## config.mk

```make
export PLATFORM = sky130hd
export DESIGN_NAME = encode_motion_vector
export DESIGN_NICKNAME = d
export VERILOG_FILES = /design/src/rtl/mpeg_mv_pkg.sv /design/src/rtl/motion_code_vlc.sv /design/src/rtl/encode_motion_vector.sv
export SDC_FILE = /design/constraint.sdc
export NUM_CORES = 1
export LEC_CHECK = 0
export BUFFER_PORTS_ARGS = -buffer_cell sky130_fd_sc_hd__buf_2
export CORE_AREA = 8 8 162 317
export DETAILED_ROUTE_END_ITERATION = 16
export DIE_AREA = 0 0 170 325
export PLACE_DENSITY_LB_ADDON = 0.25
export SLEW_MARGIN = 30
export SYNTH_ARGS = -nofsm -noshare
export SYNTH_HDL_FRONTEND = slang
export SYNTH_HIERARCHICAL = 1
export SYNTH_SLANG_ARGS = --single-unit
```

## constraint.sdc

```tcl
create_clock -name clk -period 9.1 [get_ports clk]
set_input_delay 1.365 -clock clk [delete_from_list [all_inputs] [get_ports clk]]
set_output_delay 1.365 -clock clk [all_outputs]
set_load 0.01 [all_outputs]
```

## src/rtl/mpeg_mv_pkg.sv

```systemverilog
// Shared definitions for the MPEG motion-vector encoder and decoder:
// FSM states, code ranges and Table B.10 VLC field sizes.
package mpeg_mv_pkg;

  typedef enum logic [1:0] {
    ST_IDLE = 2'd0,
    ST_DIFF = 2'd1,
    ST_CODE = 2'd2,
    ST_HOLD = 2'd3
  } mv_state_e;

  localparam int MV_CODE_MAX    = 16;
  localparam int R_SIZE_MAX     = 8;
  localparam int MV_CODE_W      = 6;
  localparam int MV_MAG_W       = 5;
  localparam int RESID_W        = 8;
  // Longest Table B.10 entry is 10 prefix bits plus the sign bit.
  localparam int VLC_CODE_W     = 11;
  localparam int VLC_CODE_LEN_W = 4;
  localparam int VLC_W          = 20;
  localparam int VLC_LEN_W      = 5;

endpackage

```

## src/rtl/motion_code_vlc.sv

```systemverilog
// Table B.10 lookup: motion_code magnitude and sign to right-aligned code
// bits and their length. Magnitude 0 is the single bit "1" with no sign.
module motion_code_vlc
  import mpeg_mv_pkg::*;
(
  input  logic [MV_MAG_W-1:0]       mag_i,
  input  logic                      neg_i,
  output logic [VLC_CODE_W-1:0]     bits_o,
  output logic [VLC_CODE_LEN_W-1:0] len_o
);

  logic [VLC_CODE_W-2:0]     body;
  logic [VLC_CODE_LEN_W-1:0] body_len;

  // NOTE: every output of a combinational block gets a default before the
  // case, otherwise uncovered paths infer latches.
  always_comb begin
    body     = '0;
    body_len = '0;
    case (mag_i)
      5'd1:  begin body = 10'd1;  body_len = 4'd2;  end
      5'd2:  begin body = 10'd1;  body_len = 4'd3;  end
      5'd3:  begin body = 10'd1;  body_len = 4'd4;  end
      5'd4:  begin body = 10'd3;  body_len = 4'd6;  end
      5'd5:  begin body = 10'd5;  body_len = 4'd7;  end
      5'd6:  begin body = 10'd4;  body_len = 4'd7;  end
      5'd7:  begin body = 10'd3;  body_len = 4'd7;  end
      5'd8:  begin body = 10'd11; body_len = 4'd9;  end
      5'd9:  begin body = 10'd10; body_len = 4'd9;  end
      5'd10: begin body = 10'd9;  body_len = 4'd9;  end
      5'd11: begin body = 10'd17; body_len = 4'd10; end
      5'd12: begin body = 10'd16; body_len = 4'd10; end
      5'd13: begin body = 10'd15; body_len = 4'd10; end
      5'd14: begin body = 10'd14; body_len = 4'd10; end
      5'd15: begin body = 10'd13; body_len = 4'd10; end
      5'd16: begin body = 10'd12; body_len = 4'd10; end
      default: ;
    endcase

    if (mag_i == '0) begin
      bits_o = VLC_CODE_W'(1);
      len_o  = VLC_CODE_LEN_W'(1);
    end else if (body_len == '0) begin
      bits_o = '0;
      len_o  = '0;
    end else begin
      bits_o = {body, neg_i};
      len_o  = body_len + VLC_CODE_LEN_W'(1);
    end
  end

endmodule

```

## src/rtl/encode_motion_vector.sv

```systemverilog
// Motion-vector component encoder: differences against the running PMV,
// wraps into the f_code range, splits into motion_code/residual and emits VLC.
module encode_motion_vector
  import mpeg_mv_pkg::*;
#(
  parameter int W = 32
) (
  input  logic                 clk,
  input  logic                 rst,
  input  logic                 slice_start,
  input  logic [W-1:0]         in_vector,
  input  logic [3:0]           r_size,
  input  logic                 full_pel_vector,
  input  logic                 in_valid,
  output logic                 in_ready,
  output logic [MV_CODE_W-1:0] motion_code,
  output logic [RESID_W-1:0]   motion_residual,
  output logic [VLC_W-1:0]     vlc_bits,
  output logic [VLC_LEN_W-1:0] vlc_len,
  output logic [W-1:0]         out_pred,
  output logic                 err,
  output logic                 out_valid,
  input  logic                 out_ready
);

  mv_state_e           state_q, state_d;
  logic signed [W-1:0] vec_q, vec_d, pmv_q, pmv_d;
  logic [3:0]          rsz_q, rsz_d;
  logic                fp_q, fp_d;
  logic signed [W:0]   d_q, d_d;

  logic [MV_CODE_W-1:0] code_q, code_d;
  logic [RESID_W-1:0]   res_q, res_d;
  logic [VLC_W-1:0]     vlc_q, vlc_d;
  logic [VLC_LEN_W-1:0] len_q, len_d;
  logic [W-1:0]         pred_q, pred_d;
  logic                 err_q, err_d;

  function automatic logic signed [W+1:0] sext2(input logic signed [W-1:0] x_i);
    return {{2{x_i[W-1]}}, x_i};
  endfunction

  // Fold a value into [-span, span-1] with a single +/- 2*span step.
  function automatic logic signed [W+1:0] wrap_range(input logic signed [W+1:0] x_i,
                                                     input logic signed [W+1:0] span_i);
    if (x_i < -span_i) return x_i + (span_i <<< 1);
    if (x_i >= span_i) return x_i - (span_i <<< 1);
    return x_i;
  endfunction

  logic signed [W+1:0] span, v_ext, p_ext, diff_raw, sum_raw;

  assign span     = $signed((W+2)'(MV_CODE_MAX) << rsz_q);
  assign v_ext    = fp_q ? sext2(vec_q >>> 1) : sext2(vec_q);
  assign p_ext    = fp_q ? sext2(pmv_q >>> 1) : sext2(pmv_q);
  assign diff_raw = v_ext - p_ext;
  assign sum_raw  = p_ext + $signed({d_q[W], d_q});

  logic                      d_neg, d_zero, emit_res, rsz_err;
  logic [W:0]                abs_d, a_m1;
  logic [MV_MAG_W-1:0]       code_mag, vlc_mag;
  logic [RESID_W-1:0]        resid;
  logic [VLC_CODE_W-1:0]     code_bits;
  logic [VLC_CODE_LEN_W-1:0] code_len;
  logic [W-1:0]              pmv_wrap, pmv_next;

  assign d_neg    = d_q[W];
  assign d_zero   = (d_q == '0);
  assign abs_d    = d_neg ? -d_q : d_q;
  assign a_m1     = abs_d - (W+1)'(1);
  assign code_mag = MV_MAG_W'(a_m1 >> rsz_q) + MV_MAG_W'(1);
  assign resid    = RESID_W'(a_m1 & (((W+1)'(1) << rsz_q) - (W+1)'(1)));
  assign vlc_mag  = d_zero ? '0 : code_mag;
  assign emit_res = !d_zero && (rsz_q != '0);
  assign rsz_err  = rsz_q > 4'(R_SIZE_MAX);
  assign pmv_wrap = W'(wrap_range(sum_raw, span));
  assign pmv_next = fp_q ? (pmv_wrap << 1) : pmv_wrap;

  motion_code_vlc u_vlc (
    .mag_i  (vlc_mag),
    .neg_i  (d_neg),
    .bits_o (code_bits),
    .len_o  (code_len)
  );

  always_comb begin
    state_d = state_q;
    vec_d   = vec_q;
    rsz_d   = rsz_q;
    fp_d    = fp_q;
    d_d     = d_q;
    pmv_d   = pmv_q;
    code_d  = code_q;
    res_d   = res_q;
    vlc_d   = vlc_q;
    len_d   = len_q;
    pred_d  = pred_q;
    err_d   = err_q;

    unique case (state_q)
      ST_IDLE: begin
        // A slice clear and a new vector on the same cycle: the vector is
        // coded against the cleared PMV, which DIFF reads next cycle.
        if (slice_start) pmv_d = '0;
        if (in_valid) begin
          vec_d   = in_vector;
          rsz_d   = r_size;
          fp_d    = full_pel_vector;
          state_d = ST_DIFF;
        end
      end
      ST_DIFF: begin
        d_d     = (W+1)'(wrap_range(diff_raw, span));
        state_d = ST_CODE;
      end
      ST_CODE: begin
        state_d = ST_HOLD;
        err_d   = rsz_err;
        code_d  = '0;
        res_d   = '0;
        vlc_d   = '0;
        len_d   = '0;
        pred_d  = pmv_q;
        if (!rsz_err) begin
          code_d = d_zero ? '0 : (d_neg ? MV_CODE_W'(0) - MV_CODE_W'(code_mag)
                                        : MV_CODE_W'(code_mag));
          res_d  = d_zero ? '0 : resid;
          vlc_d  = emit_res ? ((VLC_W'(code_bits) << rsz_q) | VLC_W'(resid))
                            : VLC_W'(code_bits);
          len_d  = VLC_LEN_W'(code_len) + (emit_res ? VLC_LEN_W'(rsz_q) : '0);
          pred_d = pmv_next;
          pmv_d  = $signed(pmv_next);
        end
      end
      ST_HOLD: begin
        if (out_ready) state_d = ST_IDLE;
      end
      default: state_d = ST_IDLE;
    endcase
  end

  // NOTE: state registers use non-blocking assignments so every flop samples
  // the pre-edge values regardless of statement order.
  always_ff @(posedge clk or posedge rst) begin
    if (rst) begin
      state_q <= ST_IDLE;
      vec_q   <= '0;
      rsz_q   <= '0;
      fp_q    <= 1'b0;
      d_q     <= '0;
      pmv_q   <= '0;
      code_q  <= '0;
      res_q   <= '0;
      vlc_q   <= '0;
      len_q   <= '0;
      pred_q  <= '0;
      err_q   <= 1'b0;
    end else begin
      state_q <= state_d;
      vec_q   <= vec_d;
      rsz_q   <= rsz_d;
      fp_q    <= fp_d;
      d_q     <= d_d;
      pmv_q   <= pmv_d;
      code_q  <= code_d;
      res_q   <= res_d;
      vlc_q   <= vlc_d;
      len_q   <= len_d;
      pred_q  <= pred_d;
      err_q   <= err_d;
    end
  end

  assign in_ready        = (state_q == ST_IDLE);
  assign out_valid       = (state_q == ST_HOLD);
  assign motion_code     = code_q;
  assign motion_residual = res_q;
  assign vlc_bits        = vlc_q;
  assign vlc_len         = len_q;
  assign out_pred        = pred_q;
  assign err             = err_q;

endmodule

```

# [Word-level counts from Yosys, hierarchy flattened]
# Index checks and enable logic that the tools add are counted.
[classes] n_eq_ne=22 n_shift=4 n_addsub=14 order_cmp=5 mux=42 n_bitwise=2 n_reduce_logical=16
[op_table] operator="32-bit 2-to-1 mux" n=7
[op_table] operator="33-bit 2-to-1 mux" n=5
[op_table] operator="5-bit one-hot mux with 13 select lines" n=1
[op_table] operator="32-bit one-hot mux with 2 select lines" n=1
[op_table] operator="31-bit 2-to-1 mux" n=2
[op_table] operator="5-bit by 4-bit == test with 1-bit output, second input constant" n=8
[op_table] operator="20-bit 2-to-1 mux" n=2
[op_table] operator="32-bit by 33-bit adder with 34-bit output" n=1
[op_table] operator="33-bit by 34-bit >= comparator with 1-bit output" n=1
[op_table] operator="34-bit >= comparator" n=1
[op_table] operator="33-bit by 34-bit less-than comparator with 1-bit output" n=1
[op_table] operator="34-bit less-than comparator" n=1
[op_table] operator="34-bit negator" n=1
[op_table] operator="5-bit by 4-bit << shifter with 34-bit output, first input constant" n=1
[op_table] operator="33-bit adder" n=1
[op_table] operator="33-bit logical NOT" n=1
[op_table] operator="33-bit negator" n=1
[op_table] operator="33-bit by 4-bit right shift with 5-bit output" n=1
[op_table] operator="32-bit by 32-bit subtractor with 33-bit output" n=1
[op_table] operator="33-bit by 1-bit subtractor with 33-bit output, second input constant" n=1
[op_table] operator="33-bit subtractor" n=1
[op_table] operator="32-bit adder" n=1
[op_table] operator="32-bit subtractor" n=1
[op_table] operator="4-bit one-hot mux with 7 select lines" n=1
[op_table] operator="other kinds (37)" n=62
[totals] out_inout_bits=74 input_bits=42 elab_cells=117 reg_bits=176

# [Logic depth before layout (Yosys ltp)]
# Gate-level depths: netlist of run 1.
[logic_depth] word_depth=16 ltp_mapped=35 ltp_nobuf=32

# [By module]
# The synthesis of run 1 kept the hierarchy.
[by_module_without_submodules] module="encode_motion_vector" seq_area_each_um2=4404.2 cells_each=2512 n_inst=1 area_each_um2=20597.3
[by_module_without_submodules] module="motion_code_vlc" seq_area_each_um2=0.0 cells_each=72 n_inst=1 area_each_um2=462.9

# [Worst setup path before layout of run 1]
# Ideal clock, no wire load.
[synth_path] kind="reg2reg" from="register fp_q" to="register pred_q[29] (netlist: out_pred[29])" n_path_buf=3 setup_time_ps=133 path_stages_with_launch=28 t_arrival_ps=6600 synth_period_minus_slack_ps=6733 required_ps=8967 path_slack_ps=2367 path_cell_list="dfrtp_1 clkbuf_1 clkbuf_1 clkbuf_1 mux2i_1 inv_1 fa_1 a211oi_1 o21a_1 o211ai_1 and2_1 a21o_1 a21oi_1 xnor2_1 ha_1 a21o_1 a21o_1 a21o_1 a2111oi_0 nor3_1 a21oi_1 o211ai_1 or3_1 a211o_1 o22ai_1 nor3_1 a2111oi_0 o2bb2ai_1"
[synth_via] elab_chain_len=9 elab_cells_between_ends=15 cone_classes="add/sub (3); order compare (2); mux (10)"
[synth_rtl] item="start: declaration" line_no="encode_motion_vector.sv:29" source="logic fp_q, fp_d;"
[synth_rtl] item="start signal: assignment" line_no="encode_motion_vector.sv:162" source="fp_q <= fp_d;"
[synth_rtl] item="31-bit 2-to-1 mux" line_no="encode_motion_vector.sv:55" source="assign p_ext = fp_q ? sext2(pmv_q >>> 1) : sext2(pmv_q);"
[synth_rtl] item="32-bit by 33-bit adder with 34-bit output" line_no="encode_motion_vector.sv:57" source="assign sum_raw = p_ext + $signed({d_q[W], d_q});"
[synth_rtl] item="32-bit adder / 34-bit >= comparator (equally long branches)" line_no="encode_motion_vector.sv:46, encode_motion_vector.sv:47"
[synth_rtl] item="32-bit 2-to-1 mux / 1-bit 2-to-1 mux (equally long branches)" line_no="encode_motion_vector.sv:46, encode_motion_vector.sv:47"
[synth_rtl] item="32-bit 2-to-1 mux / 1-bit 2-to-1 mux (equally long branches)" line_no="encode_motion_vector.sv:47" source="if (x_i >= span_i) return x_i - (span_i <<< 1);"
[synth_rtl] item="32-bit 2-to-1 mux" line_no="encode_motion_vector.sv:48" source="return x_i;"
[synth_rtl] item="32-bit 2-to-1 mux" line_no="encode_motion_vector.sv:47"
[synth_rtl] item="32-bit 2-to-1 mux *" line_no="encode_motion_vector.sv:77" source="assign pmv_next = fp_q ? (pmv_wrap << 1) : pmv_wrap;"
[synth_rtl] item="32-bit 2-to-1 mux *"
[synth_rtl] item="end signal: assignment" line_no="encode_motion_vector.sv:169" source="pred_q <= pred_d;"
[synth_rtl] item="end: declaration" line_no="encode_motion_vector.sv:36" source="logic [W-1:0] pred_q, pred_d;"
# Every way passes the cells marked *; elsewhere a longest branch is shown, timed or not. The select of a mux whose other input is x is not followed.
# A chain may end at the register's enable or synchronous reset.

# [Worst setup path in the final report of run 1]
[layout_path] from="register d_q[0]" to="register vlc_q[7] (netlist: vlc_bits[7])"
[layout_via] elab_chain_len=16 elab_cells_between_ends=41 cone_classes="add/sub (3); eq/ne (16); shift (2); mux (8); bitwise (2); reduce/logical (10)"
[layout_rtl] item="start: declaration" line_no="encode_motion_vector.sv:30" source="logic signed [W:0] d_q, d_d;"
[layout_rtl] item="start signal: assignment" line_no="encode_motion_vector.sv:150" source="d_q <= '0;"
[layout_rtl] item="start signal: assignment" line_no="encode_motion_vector.sv:163" source="d_q <= d_d;"
[layout_rtl] item="33-bit negator" line_no="encode_motion_vector.sv:69" source="assign abs_d = d_neg ? -d_q : d_q;"
[layout_rtl] item="33-bit 2-to-1 mux" line_no="encode_motion_vector.sv:69"
[layout_rtl] item="33-bit by 1-bit subtractor with 33-bit output" line_no="encode_motion_vector.sv:70" source="assign a_m1 = abs_d - (W+1)'(1);"
[layout_rtl] item="33-bit by 4-bit right shift with 5-bit output" line_no="encode_motion_vector.sv:71" source="assign code_mag = MV_MAG_W'(a_m1 >> rsz_q) + MV_MAG_W'(1);"
[layout_rtl] item="5-bit by 1-bit adder with 5-bit output" line_no="encode_motion_vector.sv:71"
[layout_rtl] item="5-bit 2-to-1 mux *" line_no="encode_motion_vector.sv:73" source="assign vlc_mag = d_zero ? '0 : code_mag;"
[layout_rtl] item="via vlc_mag[2]" line_no="encode_motion_vector.sv:61" source="logic [MV_MAG_W-1:0] code_mag, vlc_mag;"
[layout_rtl] item="5-bit by 4-bit == test with 1-bit output, or another cell as far along" line_no="motion_code_vlc.sv:20" source="case (mag_i)"
[layout_rtl] item="[... 2 more ...]"
[layout_rtl] item="4-bit logical NOT" line_no="motion_code_vlc.sv:43" source="end else if (body_len == '0) begin"
[layout_rtl] item="6-bit 2-to-1 mux" line_no="motion_code_vlc.sv:43"
[layout_rtl] item="11-bit 2-to-1 mux *" line_no="motion_code_vlc.sv:40" source="if (mag_i == '0) begin"
[layout_rtl] item="via code_bits[1]" line_no="encode_motion_vector.sv:63" source="logic [VLC_CODE_W-1:0] code_bits;"
[layout_rtl] item="11-bit by 4-bit << shifter with 20-bit output *" line_no="encode_motion_vector.sv:128" source="vlc_d = emit_res ? ((VLC_W'(code_bits) << rsz_q) | VLC_W'(resid))"
[layout_rtl] item="20-bit by 8-bit bitwise OR with 20-bit output *" line_no="encode_motion_vector.sv:128"
[layout_rtl] item="20-bit 2-to-1 mux *" line_no="encode_motion_vector.sv:128"
[layout_rtl] item="20-bit 2-to-1 mux *" line_no="encode_motion_vector.sv:124" source="if (!rsz_err) begin"
[layout_rtl] item="end signal: assignment" line_no="encode_motion_vector.sv:167" source="vlc_q <= vlc_d;"
[layout_rtl] item="end: declaration" line_no="encode_motion_vector.sv:34" source="logic [VLC_W-1:0] vlc_q, vlc_d;"
# Mark *: on every way through the listed nets, which the timed path passes. The rest lies on a longest branch.

==> reports/metrics.json, run 1 <==
{
  "status": {"value": "finished clean"},
  "synth_top_flop_cell": {"value": "sky130_fd_sc_hd__dfrtp_1"},
  "crit_path_start_kind": {"value": "flip-flop"},
  "worstMarginPinSlew": {"value": 955, "unit": "ps"},
  "regArea": {"value": 4410, "unit": "um^2"},
  "synthCells": {"value": 2584},
  "die-width": {"value": 170, "unit": "um"},
  "wirelength_met1": {"value": 31600, "unit": "um"},
  "timing.reg2reg.setup_slack": {"value": 1080, "unit": "ps"},
  "cts_buffers": {"value": 17},
  "r2r.worst_path.cells": {"value": 30},
  "wl_met2": {"value": 35900, "unit": "um"},
  "io_pins": {"value": 116},
  "final.setup_skew": {"value": 16.8, "unit": "ps"},
  "finalHoldViolations": {"value": 0},
  "site_rows": {"value": 113},
  "layout.filler_cells": {"value": 4716},
  "cts-root-to-sink-buffers": {"value": 2},
  "finalSetupViolations": {"value": 0},
  "met3WireLength": {"value": 4510, "unit": "um"},
  "multi_input_area": {"value": 15600, "unit": "um^2"},
  "critical_path_required": {"value": 9500, "unit": "ps"},
  "cell_occurring_most_often_along_the_worst_timing_path": {"value": "sky130_fd_sc_hd__a21oi_1"},
  "dp_hpwl": {"value": 60800, "unit": "um"},
  "die_y": {"value": 325, "unit": "um"},
  "max_clock_freq": {"value": 125, "unit": "MHz"},
  "cts.clk_slew.worst_paths": {"value": 80, "unit": "ps"},
  "grt_remaining_overflow": {"value": 0},
  "grt_max_degree": {"value": 88},
  "postSynth.asyncResetShare": {"value": 100, "unit": "%"},
  "initial_antenna_violation_count": {"value": 0},
  "cts_tree": {"value": "built"},
  "nature_of_the_critical_path_endpoint": {"value": "flip-flop"},
  "synth-edff-count": {"value": 0},
  "routabilityCongestion": {"value": 0.974},
  "postRouteAntennaNets": {"value": 0},
  "crit_start": {"value": "d_q[0]"},
  "dr.pass1.iters": {"value": 8},
  "ctsRootBufferMaster": {"value": "sky130_fd_sc_hd__clkbuf_16"},
  "count_of_cell_types_in_the_netlist": {"value": 105},
  "floorplan.initialDensity": {"value": 44.6, "unit": "%"},
  "post_cts.resized_instances": {"value": 0},
  "top_layer": {"value": "met4"},
  "most-common-layout-cells": {"value": "232 x sky130_fd_sc_hd__ha_1, 202 x sky130_fd_sc_hd__nand2_1, 187 x sky130_fd_sc_hd__nor2_1"},
  "maxCapViolations": {"value": 0},
  "critical_path.max_stage_delay": {"value": 620, "unit": "ps"},
  "num_vias": {"value": 20800},
  "nNetsFinal": {"value": 2940},
  "slew_viol_final": {"value": 0},
  "detail_route.drc_violations": {"value": 0},
  "synth_seq_cells": {"value": 176},
  "worst_ep_arrival_time": {"value": 8420, "unit": "ps"},
  "core_area": {"value": 47200, "unit": "um^2"},
  "critical-path-slowest-cell": {"value": "sky130_fd_sc_hd__xnor2_1"},
  "critical_path.endpoint": {"value": "vlc_bits[7]"},
  "post_drt_wl_per_cell": {"value": 23.0, "unit": "um"},
  "die_area": {"value": 55300, "unit": "um^2"},
  "slew_headroom": {"value": 35.9, "unit": "%"},
  "vias_in_the_first_global_route": {"value": 19700},
  "critical_path.reg2reg.startpoint": {"value": "d_q[0]"},
  "htree_num_levels": {"value": 4},
  "leading_cell_type_in_the_layout_fill_and_taps_excluded": {"value": "sky130_fd_sc_hd__ha_1"},
  "portion_of_the_post_synthesis_area_used_by_sequential_elements": {"value": 20.9, "unit": "%"},
  "fin_tns_setup": {"value": 0, "unit": "ps"},
  "syn_area": {"value": 21100, "unit": "um^2"},
  "overall_track_demand_over_capacity_in_global_routing": {"value": 27.0, "unit": "%"},
  "number_of_antenna_diodes": {"value": 0},
  "layout-drive-gt1-share": {"value": 12.8, "unit": "%"},
  "clock_latency": {"value": 480, "unit": "ps"},
  "drt-total-wl": {"value": 76100, "unit": "um"},
  "vias_per_cell": {"value": 6.30},
  "fin_crit": {"value": 8020, "unit": "ps"},
  "grt_setup_unrepaired": {"value": "false"},
  "postSynthAreaPerCell": {"value": 8.15, "unit": "um^2"},
  "setup.worst_path.class": {"value": "reg2reg"},
  "clock_sink_count": {"value": 176},
  "drt_iter0_drc": {"value": 2355},
  "area_delta_synth_final": {"value": 9.05, "unit": "%"},
  "cts_setup_buffers": {"value": 0},
  "ys_warn_count": {"value": 6},
  "fin_crit_sh": {"value": 88.1, "unit": "%"},
  "crit_fanout": {"value": 14},
  "worst_r2r_endpoint": {"value": "vlc_bits[7]"},
  "port_buffer_count": {"value": 115},
  "number_of_hold_repair_buffers_added_at_the_cts_stage": {"value": 0},
  "grt_pass1_wl": {"value": 116000, "unit": "um"},
  "worst_hold_path_type": {"value": "reg2reg"}
}
==> sequential cells by signal (all words and copies together), names as in the netlist <==
signal / cells
d_q: 33
out_pred: 32
pmv_q: 32
vec_q: 32
vlc_bits: 20
motion_residual: 8
motion_code: 6
vlc_len: 5
rsz_q: 4
state_q: 2
err: 1
fp_q: 1
==> worst min-delay path by stage <==
| stage | slack [ps] | endpoint | depth (start not counted) | startpoint |
|---|---|---|---|---|
| after detailed placement | 470 | out_pred[14] | 1 | out_pred[14] |
| after global placement | 460 | out_pred[16] | 1 | out_pred[16] |
| after floorplan | 480 | vec_q[0] | 1 | vec_q[0] |
| after CTS | 490 | vlc_len[4] | 1 | vlc_len[4] |
| final | 480 | vlc_len[4] | 1 | vlc_len[4] |
| after global routing | 510 | motion_residual[7] | 1 | motion_residual[7] |
==> metal layers <==
metal,global-route usage (%),up-vias
met3,3.15,158
met2,44.5,802
li1,-,9764
met5,0,-
met4,14.5,0
met1,33.7,10100
==> critical path: cells and delay by family, from the launching register on <==
kind	cells	cell delay, ps
AO/OA/AOI/OAI	11	2170
AND/OR/NAND/NOR	8	2010
XOR/XNOR	2	1070
multiplexers	4	910
adder cells (fa/ha/maj)	3	820
flip-flops	1	560
buffers and inverters	2	370
==> cells in the mapped netlist (11+ instances only) <==
master / number / share of area (%)
sky130_fd_sc_hd__a211o_1: 16 / 0.67
sky130_fd_sc_hd__o311ai_0: 11 / 0.46
sky130_fd_sc_hd__a21oi_1: 181 / 4.3
sky130_fd_sc_hd__dfrtp_1: 176 / 21
sky130_fd_sc_hd__o31ai_1: 17 / 0.61
sky130_fd_sc_hd__nand2_1: 203 / 3.6
sky130_fd_sc_hd__nand2b_1: 28 / 0.83
sky130_fd_sc_hd__a221o_1: 16 / 0.76
sky130_fd_sc_hd__and2_1: 15 / 0.45
sky130_fd_sc_hd__o221ai_1: 23 / 0.96
sky130_fd_sc_hd__a21o_1: 61 / 2.2
sky130_fd_sc_hd__o22ai_1: 18 / 0.53
sky130_fd_sc_hd__or3_1: 23 / 0.68
sky130_fd_sc_hd__a31oi_1: 31 / 0.92
sky130_fd_sc_hd__buf_1: 15 / 0.27
sky130_fd_sc_hd__a211oi_1: 21 / 0.75
sky130_fd_sc_hd__o211ai_1: 45 / 1.6
sky130_fd_sc_hd__mux2_2: 90 / 4.8
sky130_fd_sc_hd__or2_2: 11 / 0.33
sky130_fd_sc_hd__nor3b_1: 12 / 0.43
sky130_fd_sc_hd__o21bai_1: 25 / 0.89
sky130_fd_sc_hd__and3_1: 27 / 0.80
sky130_fd_sc_hd__ha_1: 233 / 14
sky130_fd_sc_hd__nor4_1: 18 / 0.53
sky130_fd_sc_hd__nand3_1: 61 / 1.4
sky130_fd_sc_hd__o2bb2ai_1: 29 / 1.2
sky130_fd_sc_hd__a22o_1: 11 / 0.46
sky130_fd_sc_hd__o21ai_0: 140 / 3.3
sky130_fd_sc_hd__nand4_1: 23 / 0.68
sky130_fd_sc_hd__xnor2_1: 108 / 4.5
sky130_fd_sc_hd__nor2_1: 187 / 3.3
sky130_fd_sc_hd__a221oi_1: 11 / 0.46
sky130_fd_sc_hd__xor2_1: 33 / 1.4
sky130_fd_sc_hd__nor2b_1: 33 / 0.98
sky130_fd_sc_hd__nor3_1: 57 / 1.4
sky130_fd_sc_hd__mux2i_1: 82 / 3.9
sky130_fd_sc_hd__inv_1: 152 / 2.7
sky130_fd_sc_hd__clkbuf_1: 99 / 1.8
sky130_fd_sc_hd__o21a_1: 26 / 0.93
==> through the flow <==
step	worst slack [ps]	cells	utilization, %	cell area, um^2	hold slack, ps
5_1_grt	278	3305	48.6	23000	511
3_3_place_gp	1450	3273	47.3	22300	461
6_report	1080	3305	48.6	23000	480
2_1_floorplan	2370	2611	-	21200	479
3_5_place_dp	1380	3273	47.3	22400	469
4_1_cts	1300	3305	48.6	23000	487
==> kinds of logic (layout without fill, tap and decap cells) <==
kind of cell	Yosys count	after routing	synth area share (%)
compound gates	818	818	26.9
mux	172	172	8.71
fa+ha+maj	238	238	14.3
other cells	2	29	0.0357
simple gates	748	748	17.8
buf+inv	289	351	5.49
flops	176	176	20.9
xor+xnor	141	141	5.86
==> final cells by class <==
cell class	count	share of cell area (%)
clock buffer	17	1.85
clock inverter	15	0.806
inverter	157	2.60
multi-input combinational	2146	68.1
sequential	176	19.2
tap	632	3.44
timing repair buffer	162	4.04
Power of run 1 is not shown: default switching activity piles up to over one toggle a cycle in this logic, so the estimate is an artifact.
==> run 2, diff against run 1 <==
- CTS_BUF_LIST: unset -> sky130_fd_sc_hd__clkbuf_4 sky130_fd_sc_hd__clkbuf_8
- TNS_END_PERCENT: unset -> 20
==> run 2 against run 1 <==
Against the previous run: clock skew grew 6.2 ps; cell count is essentially flat; sequential share of layout area grew 0.16 points; die area is the same; sequential cell count is the same; critical path depth is the same; largest cell class unchanged; maximum frequency shrank 0.39%; via count shrank 0.55%; register-to-register slack lost 30 ps.
==> reports/metrics.json, run 2 (synthesis gave the netlist of run 1 again) <==
{
  "cts_setup_buffers": {"value": 0, "change": "unchanged"},
  "cell_occurring_most_often_along_the_worst_timing_path": {"value": "sky130_fd_sc_hd__a21oi_1"},
  "die_y": {"value": 325, "unit": "um", "change": "unchanged"},
  "critical-path-slowest-cell": {"value": "sky130_fd_sc_hd__xnor2_1"},
  "worstMarginPinSlew": {"value": 954, "unit": "ps", "change": "-0.415 ps"},
  "post_cts.resized_instances": {"value": 0, "change": "unchanged"},
  "crit_fanout": {"value": 14, "change": "unchanged"},
  "cts_buffers": {"value": 17, "change": "unchanged"},
  "dr.pass1.iters": {"value": 7, "change": "-1"},
  "max_clock_freq": {"value": 124, "unit": "MHz", "change": "-0.39%"},
  "worst-path-stages": {"value": 30, "change": "unchanged"},
  "finalHoldViolations": {"value": 0, "change": "unchanged"},
  "leading_cell_type_in_the_layout_fill_and_taps_excluded": {"value": "sky130_fd_sc_hd__ha_1"},
  "floorplan.initialDensity": {"value": 44.6, "unit": "%", "change": "unchanged"},
  "timing.reg2reg.setup_slack": {"value": 1050, "unit": "ps", "change": "-30 ps"},
  "maxCapViolations": {"value": 0, "change": "unchanged"},
  "final.setup_skew": {"value": 23.0, "unit": "ps", "change": "+6.17 ps"},
  "drt_iter0_drc": {"value": 2392, "change": "+1.6%"},
  "nature_of_the_critical_path_endpoint": {"value": "flip-flop"},
  "post-route-util": {"value": 48.2, "unit": "%", "change": "-0.40 points"},
  "finalSetupViolations": {"value": 0, "change": "unchanged"},
  "grt_max_degree": {"value": 88, "change": "unchanged"},
  "cts.clk_slew.worst_paths": {"value": 110, "unit": "ps", "change": "+30 ps"},
  "slew_viol_final": {"value": 0, "change": "unchanged"},
  "postRouteAntennaNets": {"value": 0, "change": "unchanged"},
  "cts-root-to-sink-buffers": {"value": 2, "change": "unchanged"},
  "initial_antenna_violation_count": {"value": 1, "change": "+1"},
  "post_drt_wl_per_cell": {"value": 23.0, "unit": "um", "change": "about the same"},
  "fin_tns_setup": {"value": 0, "unit": "ps", "change": "unchanged"},
  "fin_crit": {"value": 8050, "unit": "ps", "change": "+31.4 ps"},
  "critical_path.reg2reg.startpoint": {"value": "d_q[0]"},
  "die-width": {"value": 170, "unit": "um", "change": "unchanged"},
  "critical_path.endpoint": {"value": "vlc_bits[7]"},
  "grt_setup_unrepaired": {"value": "false"},
  "slew_headroom": {"value": 35.9, "unit": "%", "change": "about the same"},
  "largest_reg_flops": {"value": 33, "change": "unchanged"},
  "io_pins": {"value": 116, "change": "unchanged"},
  "critical_path.max_stage_delay": {"value": 630, "unit": "ps", "change": "about the same"},
  "clock_latency": {"value": 560, "unit": "ps", "change": "+80 ps"},
  "worst_ep_arrival_time": {"value": 8530, "unit": "ps", "change": "+110 ps"},
  "overall_track_demand_over_capacity_in_global_routing": {"value": 27.0, "unit": "%", "change": "about the same"},
  "critical_path_required": {"value": 9580, "unit": "ps", "change": "+80 ps"},
  "layout.filler_cells": {"value": 4734, "change": "+0.38%"},
  "setup.worst_path.class": {"value": "reg2reg"},
  "nNetsFinal": {"value": 2940, "change": "unchanged"},
  "dp_hpwl": {"value": 60800, "unit": "um", "change": "unchanged"},
  "regMostFlops": {"value": "d_q"},
  "detail_route.drc_violations": {"value": 0, "change": "unchanged"},
  "status": {"value": "finished clean"},
  "worst_path_dominant_cell_family": {"value": "compound AO/OA/AOI/OAI gates"},
  "cts_tree": {"value": "built"},
  "area_delta_synth_final": {"value": 8.16, "unit": "%"},
  "crit_path_start_kind": {"value": "flip-flop"},
  "site_rows": {"value": 113, "change": "unchanged"},
  "vias_in_the_first_global_route": {"value": 19700, "change": "-0.051%"},
  "place.detailed.instances": {"value": 3273, "change": "unchanged"},
  "htree_num_levels": {"value": 4, "change": "unchanged"},
  "layout.cells.non_filler": {"value": 3306, "change": "+0.030%"},
  "ctsRootBufferMaster": {"value": "sky130_fd_sc_hd__clkbuf_8"},
  "die_area": {"value": 55300, "unit": "um^2", "change": "unchanged"},
  "grt_pass1_wl": {"value": 116000, "unit": "um", "change": "about the same"},
  "fin_area": {"value": 22800, "unit": "um^2", "change": "-0.82%"},
  "crit_start": {"value": "d_q[0]"},
  "clock_sink_count": {"value": 176, "change": "unchanged"},
  "r2r.worst_path.cells": {"value": 30, "change": "unchanged"},
  "vias_per_cell": {"value": 6.26, "change": "-0.58%"},
  "grt_remaining_overflow": {"value": 0, "change": "unchanged"},
  "number_of_hold_repair_buffers_added_at_the_cts_stage": {"value": 0, "change": "unchanged"},
  "drt-total-wl": {"value": 76100, "unit": "um", "change": "about the same"},
  "placed_area": {"value": 22400, "unit": "um^2", "change": "unchanged"},
  "layout-drive-gt1-share": {"value": 12.8, "unit": "%", "change": "unchanged"},
  "fin_crit_sh": {"value": 88.5, "unit": "%", "change": "+0.35 points"},
  "worst_r2r_endpoint": {"value": "vlc_bits[7]"},
  "worst_hold_path_type": {"value": "reg2reg"},
  "timing.critical_path.buf_inv": {"value": 2, "change": "unchanged"},
  "most-common-layout-cells": {"value": "232 x sky130_fd_sc_hd__ha_1, 202 x sky130_fd_sc_hd__nand2_1, 187 x sky130_fd_sc_hd__nor2_1"},
  "port_buffer_count": {"value": 115, "change": "unchanged"},
  "num_vias": {"value": 20700, "change": "-0.55%"},
  "routabilityCongestion": {"value": 0.974, "change": "unchanged"},
  "core_area": {"value": 47200, "unit": "um^2", "change": "unchanged"}
}
-- run 2: cell types whose count changed in the layout (fill, tap and decap cells not counted) --
cell and change:
sky130_fd_sc_hd__diode_2 +1, sky130_fd_sc_hd__clkbuf_16 -17, sky130_fd_sc_hd__clkbuf_8 +17
-- run 2: cell type report --
class	count	area, um^2	share of cell area [%]
multi-input cells	2146	15600	68.6
well taps	632	791	3.47
repair buffers	162	928	4.08
flip-flops and latches	176	4410	19.4
clock buffers	17	234	1.03
clock inverters	15	185	0.813
diodes	1	2.50	0.0110
inverters	157	597	2.62
-- run 2: per-stage QoR --
stage	setup slack (ps)	hold WS (ps)
6_report	1050	487
5_1_grt	253	518
4_1_cts	1260	494
3_5_place_dp	1380	469
3_3_place_gp	1450	461
2_1_floorplan	2370	479
-- run 2: how the worst min path moves through the flow --
stage	start	to	cells after the start
2_1_floorplan	vec_q[0]	vec_q[0]	1
3_3_place_gp	out_pred[16]	out_pred[16]	1
6_report	vlc_len[4]	vlc_len[4]	1
5_1_grt	motion_residual[7]	motion_residual[7]	1
3_5_place_dp	out_pred[14]	out_pred[14]	1
4_1_cts	vlc_len[4]	vlc_len[4]	1
-- run 2: routing by layer --
metal,vias up,wire length [um],GRT usage (%)
met3,183,4560,3.46
li1,9766,-,-
met2,809,35800,44.1
met1,9943,31600,33.7
met4,0,4210,14.6
met5,-,0,0
Power of run 2 is left out for the same reason.
